--- src/rtl/mul_err_profiler.sv ---
// mul_err_profiler: sweeps every operand pair into an external approximate
// multiplier, compares against the exact product and accumulates error stats.
module mul_err_profiler #(
    parameter int unsigned W     = 8,
    parameter int unsigned LAT   = 0,
    parameter int unsigned ACC_W = 4*W+2
) (
    input  logic                    clk,
    input  logic                    rst_n,
    input  logic                    start,
    input  logic                    abort,
    input  logic                    signed_mode,
    output logic [W-1:0]            op_a,
    output logic [W-1:0]            op_b,
    input  logic [2*W-1:0]          approx_p,
    output logic                    busy,
    output logic                    done,
    output logic                    res_valid,
    output logic signed [ACC_W-1:0] err_sum,
    output logic [ACC_W-1:0]        abs_err_sum,
    output logic [2*W:0]            max_abs_err,
    output logic [2*W:0]            err_count,
    output logic signed [2*W:0]     comp_const
);
    localparam int unsigned PW = 2*W;   // product width
    localparam int unsigned EW = 2*W+1; // error width

    typedef enum logic [1:0] {ST_IDLE, ST_RUN, ST_DRAIN, ST_DONE} state_t;

    state_t                  state_q, state_d;
    logic [PW-1:0]           pair_q, pair_d;      // {op_a, op_b}
    logic                    mode_q, mode_d;
    logic                    res_valid_q, res_valid_d;
    logic                    flush, clear_acc, issue_valid;

    logic signed [PW-1:0]    prod_s;
    logic [PW-1:0]           prod_u;
    logic [EW-1:0]           exact_x, approx_x;
    logic                    pipe_valid, dly_empty;
    logic [EW-1:0]           pipe_exact;

    logic                    err_valid_q, err_valid_d;
    logic signed [EW-1:0]    err_q, err_d;
    logic [EW-1:0]           abs_err;

    logic signed [ACC_W-1:0] err_sum_q, err_sum_d;
    logic [ACC_W-1:0]        abs_sum_q, abs_sum_d;
    logic [EW-1:0]           max_q, max_d;
    logic [EW-1:0]           cnt_q, cnt_d;
    logic signed [ACC_W-1:0] rounded;

    // Exact reference product of the pair currently on the operand bus
    assign prod_s  = PW'($signed(pair_q[PW-1:W])) * PW'($signed(pair_q[W-1:0]));
    assign prod_u  = PW'(pair_q[PW-1:W]) * PW'(pair_q[W-1:0]);
    assign exact_x = mode_q ? {prod_s[PW-1], prod_s} : {1'b0, prod_u};
    assign approx_x = mode_q ? {approx_p[PW-1], approx_p} : {1'b0, approx_p};
    assign issue_valid = (state_q == ST_RUN);

    // Delay the exact product so it lines up with the multiplier's output
    generate
        if (LAT == 0) begin : g_nodly
            assign pipe_valid = issue_valid;
            assign pipe_exact = exact_x;
            assign dly_empty  = 1'b1;
        end else begin : g_dly
            logic [LAT-1:0]         dv_q, dv_d;
            logic [LAT-1:0][EW-1:0] dx_q, dx_d;

            // Shift register next-state; abort drops everything in flight
            always_comb begin
                dv_d    = dv_q;
                dx_d    = dx_q;
                dv_d[0] = issue_valid;
                dx_d[0] = exact_x;
                for (int unsigned i = 1; i < LAT; i++) begin
                    dv_d[i] = dv_q[i-1];
                    dx_d[i] = dx_q[i-1];
                end
                if (flush) dv_d = '0;
            end

            // Delay line registers
            always_ff @(posedge clk or negedge rst_n) begin
                if (!rst_n) begin
                    dv_q <= '0;
                    dx_q <= '0;
                end else begin
                    dv_q <= dv_d;
                    dx_q <= dx_d;
                end
            end

            assign pipe_valid = dv_q[LAT-1];
            assign pipe_exact = dx_q[LAT-1];
            assign dly_empty  = ~|dv_q;
        end
    endgenerate

    assign abs_err = err_q[EW-1] ? $unsigned(-err_q) : $unsigned(err_q);

    // Sweep FSM, error register and accumulator next-state
    always_comb begin
        state_d     = state_q;
        pair_d      = pair_q;
        mode_d      = mode_q;
        res_valid_d = res_valid_q;
        flush       = 1'b0;
        clear_acc   = 1'b0;
        case (state_q)
            ST_IDLE: begin
                if (start) begin
                    state_d     = ST_RUN;
                    clear_acc   = 1'b1;
                    mode_d      = signed_mode;
                    pair_d      = '0;
                    res_valid_d = 1'b0;
                end
            end
            ST_RUN: begin
                if (abort) begin
                    state_d = ST_IDLE;
                    flush   = 1'b1;
                end else begin
                    pair_d = pair_q + PW'(1);
                    if (pair_q == '1) state_d = ST_DRAIN;
                end
            end
            ST_DRAIN: begin
                if (abort) begin
                    state_d = ST_IDLE;
                    flush   = 1'b1;
                end else if (!err_valid_q && dly_empty) begin
                    state_d     = ST_DONE;
                    res_valid_d = 1'b1;
                end
            end
            ST_DONE:  state_d = ST_IDLE;
            default:  state_d = ST_IDLE;
        endcase

        err_valid_d = pipe_valid && !flush;
        err_d       = approx_x - pipe_exact;

        err_sum_d = err_sum_q;
        abs_sum_d = abs_sum_q;
        max_d     = max_q;
        cnt_d     = cnt_q;
        if (clear_acc) begin
            err_sum_d = '0;
            abs_sum_d = '0;
            max_d     = '0;
            cnt_d     = '0;
        end else if (err_valid_q) begin
            err_sum_d = err_sum_q + ACC_W'(err_q);
            abs_sum_d = abs_sum_q + ACC_W'(abs_err);
            max_d     = (abs_err > max_q) ? abs_err : max_q;
            if (err_q != '0) cnt_d = cnt_q + EW'(1);
        end
    end

    // State, operand counter, error register and accumulators
    always_ff @(posedge clk or negedge rst_n) begin
        if (!rst_n) begin
            state_q     <= ST_IDLE;
            pair_q      <= '0;
            mode_q      <= 1'b0;
            res_valid_q <= 1'b0;
            err_valid_q <= 1'b0;
            err_q       <= '0;
            err_sum_q   <= '0;
            abs_sum_q   <= '0;
            max_q       <= '0;
            cnt_q       <= '0;
        end else begin
            state_q     <= state_d;
            pair_q      <= pair_d;
            mode_q      <= mode_d;
            res_valid_q <= res_valid_d;
            err_valid_q <= err_valid_d;
            err_q       <= err_d;
            err_sum_q   <= err_sum_d;
            abs_sum_q   <= abs_sum_d;
            max_q       <= max_d;
            cnt_q       <= cnt_d;
        end
    end

    // Round-to-nearest mean error over 2^(2W) samples
    assign rounded    = err_sum_q + (ACC_W'(1) << (PW - 1));
    assign comp_const = EW'(rounded >>> PW);

    assign op_a        = pair_q[PW-1:W];
    assign op_b        = pair_q[W-1:0];
    assign busy        = (state_q == ST_RUN) || (state_q == ST_DRAIN);
    assign done        = (state_q == ST_DONE);
    assign res_valid   = res_valid_q;
    assign err_sum     = err_sum_q;
    assign abs_err_sum = abs_sum_q;
    assign max_abs_err = max_q;
    assign err_count   = cnt_q;

endmodule

--- config.mk ---
export PLATFORM = sky130hd
export DESIGN_NAME = mul_err_profiler
export DESIGN_NICKNAME = d
export VERILOG_FILES = /design/src/rtl/mul_err_profiler.sv
export SDC_FILE = /design/constraint.sdc
export NUM_CORES = 1
export LEC_CHECK = 0
export CAP_MARGIN = 20
export CORE_MARGIN = 1
export CORE_UTILIZATION = 30
export DETAILED_ROUTE_END_ITERATION = 10
export HOLD_SLACK_MARGIN = 0.1
export PLACE_DENSITY = 0.58
export SLEW_MARGIN = 0
export SYNTH_ARGS = -nofsm -noshare
export SYNTH_HDL_FRONTEND = slang
export SYNTH_SLANG_ARGS = --single-unit
--- constraint.sdc ---
create_clock -name clk -period 6.4 [get_ports clk]
set_input_delay 0.96 -clock clk [delete_from_list [all_inputs] [get_ports clk]]
set_output_delay 0.96 -clock clk [all_outputs]
set_load 0.01 [all_outputs]
After elaboration in Yosys (flattened, before gate mapping)
Cells that the tools add are included.
{ "word_totals": {"wordCells": 77, "inputBits": 21, "output_inout_bits": 138, "register_bits": 140} }
{ "classes": {"n_reduce_logical": 17, "add_sub_neg": 7, "mux": 30, "n_eq_ne": 10, "order_cmp": 1, "n_mul": 2} }
{ "ops": {"columns": ["op", "n"], "rows": [
  ["two-way mux 17 bit", 9],
  ["two-way mux 34 bit", 4],
  ["adder 34 x 17 -> 34 bit", 2],
  ["adder 33 x 17 -> 33 bit, second input constant", 1],
  ["multiplier 8 x 8 -> 16 bit", 2],
  ["two-way mux 16 bit", 2],
  ["one-hot mux 16 bit (2 select lines)", 1],
  ["adder 17 x 1 -> 17 bit, second input constant", 1],
  ["> comparator 17 bit", 1],
  ["negation 17 bit", 1],
  ["nonzero test 17 bit", 1],
  ["subtractor 17 bit", 1],
  ["adder 16 x 1 -> 16 bit, second input constant", 1],
  ["== test 16 bit, second input constant", 1],
  ["two-way mux 2 bit", 5],
  ["nonzero test 2 bit", 5],
  ["!= test 2 bit, second input constant", 4],
  ["one-hot mux 2 bit (4 select lines)", 1],
  ["two-way mux 1 bit", 7],
  ["AND reduction 2 bit", 3],
  ["AND reduction 3 bit", 2],
  ["== test 2 bit, second input constant", 2],
  ["AND reduction 4 bit", 1],
  ["!= test 3 x 2 -> 1 bit, second input constant", 1],
  ["other kinds (8)", 8]
]} }

Logic depth before layout (Yosys ltp)
Gate-level depths: netlist of run 1.
{ "depth": {"depth_word": 6, "depth_mapped": 25, "depth_no_buf": 24} }

Worst setup path after synthesis of run 1
No wires, ideal clock.
{ "synth_path": {"path_type": "register to register", "from": "reg pair_q[7]", "to": "reg err_q[16]", "arrival_time_ns": 5.560, "setup_ns": 0.128, "path_slack_ns": 0.712, "synth_period_minus_slack_ns": 5.688, "n_path_buf": 1, "t_required_ns": 6.272, "path_stages_with_launch": 25, "path_cell_list": "dfrtp_1 -> clkbuf_1 -> nor2b_1 -> fa_1 -> inv_1 -> fa_1 -> inv_1 -> fa_1 -> inv_1 -> fa_1 -> inv_1 -> ha_1 -> a21oi_1 -> o21bai_1 -> a21oi_1 -> xor2_1 -> nand2_1 -> o21ai_0 -> ha_1 -> or2_2 -> a21o_1 -> o41a_1 -> a31oi_1 -> o21ai_0 -> xor2_1"} }
{ "synth_between": {"elab_chain_len": 3, "word_cells_on_any_way": 4, "classes_between": "add/sub (1); mul (2); mux (1)"} }
{ "synth_rtl": {"columns": ["element", "line_no", "source"], "rows": [
  ["start, declared", "31", "logic [PW-1:0] pair_q, pair_d;"],
  ["start signal, assigned", "176", "pair_q <= pair_d;"],
  ["multiplier 8 x 8 -> 16 bit (on tied branches)", "54, 53", null],
  ["two-way mux 17 bit *", "55", "assign exact_x = mode_q ? {prod_s[PW-1], prod_s} : {1'b0, prod_u};"],
  ["subtractor 17 bit *", "142", "err_d = approx_x - pipe_exact;"],
  ["named net err_d[16]", "43", "logic signed [EW-1:0] err_q, err_d;"],
  ["end signal, assigned", "180", "err_q <= err_d;"],
  ["end, declared", "43", null]
]} }
The timed path passes the listed nets; every way through them passes the cells marked *.
A chain may end at the register's enable or synchronous reset.

Worst setup path after layout of run 1
{ "layout_path": {"from": "reg pair_q[6]", "to": "reg err_q[16]"} }
Same word-level chain as after synthesis.

==> results of run 1 <==
==> power groups by stage <==
stage                     registers, µW  logic [µW]  clock network, µW
after global placement             1540        3800                  0
after floorplan                    1460        2730                  0
after CTS                          1530        3880               1170
after detailed placement           1540        3860                  0
after global routing               1560        4340               1200
final                              1530        3860               1140
==> area by class of cell <==
cell class                      count  area [µm²]  area share, %
Clock inverter                     14         240           1.40
Multi-Input combinational cell   1230        9760           57.0
Timing Repair Buffer              169        1670           9.73
Clock buffer                       18         429           2.51
Inverter                          205         769           4.49
Tap cell                          607         759           4.44
Sequential cell                   140        3500           20.5
==> logic make-up after synthesis <==
family	count (synthesis)	share of synthesized area, %
buf+inv	259	7.14
mux	48	3.38
xor+xnor	141	8.65
flops	140	24.5
simple gates	502	17.3
fa+ha+maj	237	25.4
compound gates	302	13.6
==> worst max-delay path: stages (launching register included) <==
cell      delay (ps)
dfrtp_1          520
and2_1           250
fa_1             510
inv_1             50
fa_1             540
inv_1             60
fa_1             540
inv_1             60
fa_1             530
inv_1             40
ha_1             320
a21oi_1          220
o21bai_1          90
a21oi_1          240
xor2_1           180
nand2_1           60
o21ai_0          130
ha_1             290
or2_2            300
a21o_1           180
o41a_1           130
a31oi_1          260
o21ai_0          150
xor2_1           170
==> worst max path at each step <==
stage	slack [ps]	cells past startpoint	end	start
2_1_floorplan	710	24	err_q[16]	pair_q[7]
3_3_place_gp	510	23	err_q[16]	pair_q[6]
3_5_place_dp	430	23	err_q[16]	pair_q[6]
4_1_cts	410	23	err_q[16]	pair_q[6]
5_1_grt	70	23	err_q[16]	pair_q[6]
6_report	450	23	err_q[16]	pair_q[6]
==> synthesized netlist by cell type (5+ instances only) <==
| cell | count | area, µm² |
|---|---|---|
| a211oi_1 | 18 | 135 |
| a21boi_0 | 5 | 37.5 |
| a21o_1 | 22 | 165 |
| a21oi_1 | 98 | 490 |
| a22o_1 | 5 | 43.8 |
| a31oi_1 | 5 | 31.3 |
| and2_1 | 52 | 325 |
| and3_1 | 14 | 87.6 |
| buf_1 | 8 | 30.0 |
| clkbuf_1 | 36 | 135 |
| dfrtp_1 | 140 | 3500 |
| fa_1 | 88 | 1760 |
| ha_1 | 149 | 1860 |
| inv_1 | 204 | 766 |
| mux2i_1 | 46 | 460 |
| nand2_1 | 125 | 469 |
| nand2b_1 | 15 | 93.8 |
| nand3_1 | 42 | 210 |
| nand4_1 | 19 | 119 |
| nor2_1 | 145 | 544 |
| nor2b_1 | 15 | 93.8 |
| nor3_1 | 21 | 105 |
| o21a_1 | 7 | 52.6 |
| o21ai_0 | 69 | 345 |
| o21bai_1 | 9 | 67.6 |
| o31ai_1 | 9 | 67.6 |
| or3_1 | 19 | 119 |
| or4_1 | 5 | 37.5 |
| xnor2_1 | 83 | 727 |
| xor2_1 | 58 | 508 |
==> flip-flops by register name (all words and copies together) (netlist names) <==
signal,cells
abs_err_sum,34
err_count,17
err_q,17
err_sum,34
err_valid_q,1
max_abs_err,17
mode_q,1
pair_q,16
res_valid,1
state_q,2
==> metrics by stage <==
step	utilization (%)	instances	hold WS, ps
6_report	36.6	2383	549
5_1_grt	36.6	2383	583
4_1_cts	36.6	2383	553
3_5_place_dp	35.2	2351	536
3_3_place_gp	35.2	2351	529
2_1_floorplan	-	1629	527
==> layer usage <==
metal	share of wire (%)	GRT usage, %
met1	44	19.4
met3	3.4	1.98
met2	51	26.9
met4	1.2	3.75
met5	0	0
==> flow_summary.json, run 1 <==
{
  "syn_avg_cell_area_um2": 8.76,
  "skew_ps": 16.0,
  "drt_wl_total_mm": 36.3,
  "cts_tree": "built",
  "ys_seq_area_share_pct": 24.5,
  "p_switching_uw": 2890,
  "setup_viol": 0,
  "p_leak_uw": 0.00786,
  "min_to": "err_count[16]",
  "clockBufferDepth": 2,
  "fill_cells": 4772,
  "antenna_left": 0,
  "hpwl_mm": 29.2,
  "grt_max_degree": 90,
  "nets": 2021,
  "antenna_found_initial": 0,
  "min_path_type": "reg -> reg",
  "hp-start": "err_count[16]",
  "die_w_um": 220,
  "status": "finished, violations left",
  "period_share_pct": 93.0,
  "first_global_vias": 11100,
  "overflow": 0,
  "rsz0062_at_grt": "false",
  "slew_violations": 0,
  "crit-reg2reg-launch": "pair_q[6]",
  "clockRootBuffer": "clkbuf_16",
  "layout_commonest_cell": "inv_1",
  "ys_types": 85,
  "synth_fp_nets": 1887,
  "worst_ep_required_time_ps": 6720,
  "crit_fanout": 14,
  "syn_area_mm2": 0.0143,
  "p_clk_share_pct": 17.4,
  "seq_power_share_pct": 23.4,
  "core_mm2": 0.0468,
  "ir_worst_vdd_mv": 0.152,
  "postCtsSetupBuffers": 0,
  "gp_congestion": 0.867,
  "drv_cap": 0,
  "rrSetupSlack_ps": 450,
  "clock-sinks": 140,
  "yosys_warnings": 0,
  "p_per_area_mw_per_mm2": 381,
  "wl_per_cell_um": 15.2,
  "rows": 79,
  "holdBufCountCts": 0,
  "clk_pin_slew_ps": 70,
  "rr_worst_depth": 23,
  "drt_iter0_drc": 712,
  "reg2reg_to": "err_q[16]",
  "cts_max_level": 4,
  "violations": "design-rule violations",
  "drt_pass1_iterations": 8,
  "worst_slew_pin_slew_ps": 1130,
  "synth_ff_type": "dfrtp_1",
  "insertion_delay_ps": 450,
  "synth_cells": 1629,
  "grt_use_total_pct": 15.2,
  "intPower_uw": 3640,
  "cts_made_buffers": 17,
  "num_io_pins": 159,
  "cp_data_arrival_time_ps": 6270,
  "route.detailed.drc": 17,
  "fin_area_mm2": 0.0171,
  "hold_viol": 0,
  "mostFrequentLayoutCells": "inv_1, clkdlybuf4s50_1, ha_1",
  "port_buffers": 158,
  "fin_crit_ps": 5950,
  "startpoint_type": "register",
  "ctsResizeCount": 0,
  "placed_cell_area_mm2": 0.0165,
  "areaGrowthSynthToFinish_pct": 19.9,
  "synth_edf_count": 0,
  "initial_utilization_pct": 30.5,
  "fmax_mhz": 168,
  "drive_gt1_share_pct": 4.67,
  "fin_setup_tns_ps": 0,
  "yosys_register_bits": 140,
  "grt_pass1_wl_mm": 58.1,
  "dp_slack_ps": 427,
  "worst_slack_ps": 449,
  "min_path_cells": 2,
  "power.share.switching_pct": 44.3,
  "drt-vias-per-instance": 4.85,
  "postSynth.asyncResetShare_pct": 100,
  "worst_setup_path_end_kind": "register",
  "total_power_uw": 6530,
  "dieArea_mm2": 0.0485,
  "p_comb_share_pct": 59.2,
  "diodes": 0,
  "critical_path_class": "reg -> reg",
  "vias": 11600,
  "chipHeight_um": 220,
  "slew-limit-headroom_pct": 24.4
}
Note: power is estimated with default switching activity, not from simulation.
==> inputs of run 2 (changes only) <==
--- a/config.mk
+++ b/config.mk
@@ -7,10 +7,10 @@
 export LEC_CHECK = 0
 export CAP_MARGIN = 20
 export CORE_MARGIN = 1
-export CORE_UTILIZATION = 30
+export CORE_UTILIZATION = 59
 export DETAILED_ROUTE_END_ITERATION = 10
 export HOLD_SLACK_MARGIN = 0.1
-export PLACE_DENSITY = 0.58
+export PLACE_DENSITY = 0.93
 export SLEW_MARGIN = 0
 export SYNTH_ARGS = -nofsm -noshare
 export SYNTH_HDL_FRONTEND = slang
==> run 2 against run 1 <==
Net effect: the flow now finishes without violations; sequential power barely moved; critical path depth stayed put; register-to-register slack worse by 50 ps; cell area down 3.0%; die area is 49% lower; final cell count decreased by 12%; power down 1.9%; flip-flop and latch count is the same; fmax is 0.89% lower; worst hold slack worse by 31 ps; highest routed layer unchanged.
==> flow_summary.json, run 2 (synthesis gave the netlist of run 1 again) <==
{
  "status": "finished clean",
  "p_per_area_mw_per_mm2": 386,
  "gp_congestion": 0.943,
  "crit_family": "adder cells",
  "final_cells": 2091,
  "cts_made_buffers": 17,
  "dr_wl_met3_mm": 2.29,
  "fill_cells": 1692,
  "cts_tree": "built",
  "drt_iter0_drc": 957,
  "fin_setup_tns_ps": 0,
  "route.top_layer_used": "met4",
  "max_stage_delay_ps": 550,
  "port_buffers": 158,
  "grt_pass1_wl_mm": 58.1,
  "worst_ep_required_time_ps": 6710,
  "min_path_type": "in -> async",
  "cp_slowest_cell": "dfrtp_1",
  "wl_per_cell_um": 17.1,
  "mostFrequentLayoutCells": "inv_1, clkdlybuf4s50_1, ha_1",
  "clk_pin_slew_ps": 70,
  "drt-met1-wl_mm": 14.1,
  "antenna_left": 0,
  "clock-sinks": 140,
  "route.detailed.drc": 0,
  "drt_pass1_iterations": 5,
  "initial_utilization_pct": 60.5,
  "drt-vias-per-instance": 5.84,
  "p_leak_uw": 0.00777,
  "chipHeight_um": 158,
  "slew-limit-headroom_pct": 26.4,
  "vias": 12200,
  "wl_met2_mm": 18.3,
  "layout_commonest_cell": "inv_1",
  "fmax_mhz": 167,
  "startpoint_type": "register",
  "rsz0062_at_grt": "false",
  "drv_cap": 0,
  "fin_crit_ps": 6000,
  "drive_gt1_share_pct": 4.46,
  "slew_violations": 0,
  "first_global_vias": 12200,
  "critical_path_class": "reg -> reg",
  "holdBufCountCts": 0,
  "hold_viol": 0,
  "clockRootBuffer": "clkbuf_16",
  "hpwl_mm": 27.7,
  "period_share_pct": 93.8,
  "ctsResizeCount": 0,
  "areaGrowthSynthToFinish_pct": 16.4,
  "multiInputGateArea_mm2": 0.00975,
  "num_io_pins": 159,
  "timing.critical_path.cells": "and2_1 -> fa_1 -> inv_1 -> fa_1 -> inv_1 -> fa_1 -> inv_1 -> fa_1 -> inv_1 -> ha_1 -> a21oi_1 -> o21bai_1 -> a21oi_1 -> xor2_1 -> nand2_1 -> o21ai_0 -> ha_1 -> or2_2 -> a21o_1 -> o41a_1 -> a31oi_1 -> o21ai_0 -> xor2_1",
  "crit_fanout": 14,
  "place_inst": 2058,
  "cts_max_level": 4,
  "setup_viol": 0,
  "drt_wl_total_mm": 35.8,
  "postCtsSetupBuffers": 0,
  "skew_ps": 10.9,
  "ir_worst_vdd_mv": 0.276,
  "die_w_um": 158,
  "cp_data_arrival_time_ps": 6320,
  "clockBufferDepth": 2,
  "dieArea_mm2": 0.0248,
  "crit_buf_inv": 4,
  "rows": 56,
  "insertion_delay_ps": 440,
  "grt_use_total_pct": 29.7,
  "core_mm2": 0.0236,
  "grt_max_degree": 72,
  "overflow": 0,
  "worst_setup_path_end_kind": "register",
  "nets": 2016,
  "regArea_mm2": 0.00350,
  "holdWs_ps": 518,
  "worst_slew_pin_slew_ps": 1100,
  "antenna_found_initial": 1
}
## run 2: cell count changes in the layout (fill, tap and decap cells not counted), sizes merged
cell,delta
inv,+7
bufinv,-6
buf,-5
clkinv,-2
clkinvlp,+2
clkbuf,-1
diode,+1
## run 2: area by class of cell
type,instances,area share (%)
Multi-Input combinational cell,1230,58.7
Sequential cell,140,21.1
Antenna cell,1,0.0151
Tap cell,319,2.40
Timing Repair Buffer,164,9.80
Inverter,205,4.63
Clock inverter,15,0.768
Clock buffer,17,2.56
## run 2: metal layers
| metal | vias up | GRT usage, % |
|---|---|---|
| met5 | - | 0 |
| met4 | 0 | 13.0 |
| met3 | 97 | 4.35 |
| met2 | 473 | 52.2 |
| met1 | 5895 | 35.9 |
| li1 | 5749 | - |
## run 2: power by group
group          switching, µW  internal (µW)
combinational           2190           1780
sequential               363           1140
clock                    438            508
total                   2990           3420
## run 2: per-stage QoR
stage / setup slack (ps) / area, µm² / power [µW] / utilization [%]
2_1_floorplan: 712 / 14300 / 4190 / -
3_3_place_gp: 616 / 16100 / 5200 / 68.0
3_5_place_dp: 456 / 16100 / 5370 / 68.0
4_1_cts: 430 / 16600 / 6360 / 70.3
5_1_grt: 107 / 16600 / 6870 / 70.3
6_report: 396 / 16600 / 6410 / 70.3
## run 2: worst reg2reg max path, delay by kind of cell, from the launching register on
kind	cells	cell delay, ps
buffers and inverters	4	210
AND/OR/NAND/NOR	3	650
adder cells (fa/ha/maj)	6	2680
AO/OA/AOI/OAI	8	1440
XOR/XNOR	2	340
flip-flops	1	550
## run 2: final timing paths
path	start	to	slack, ps	cells after the start
worst max-delay path	pair_q[10]	err_q[16]	400	23
worst min-delay path	rst_n	err_sum[24]	520	1
worst max register to register	pair_q[10]	err_q[16]	400	23
worst min register to register	err_count[16]	err_count[16]	560	2
max in group asynchronous	rst_n	err_valid_q	4420	2
min in group clk	err_count[16]	err_count[16]	560	2
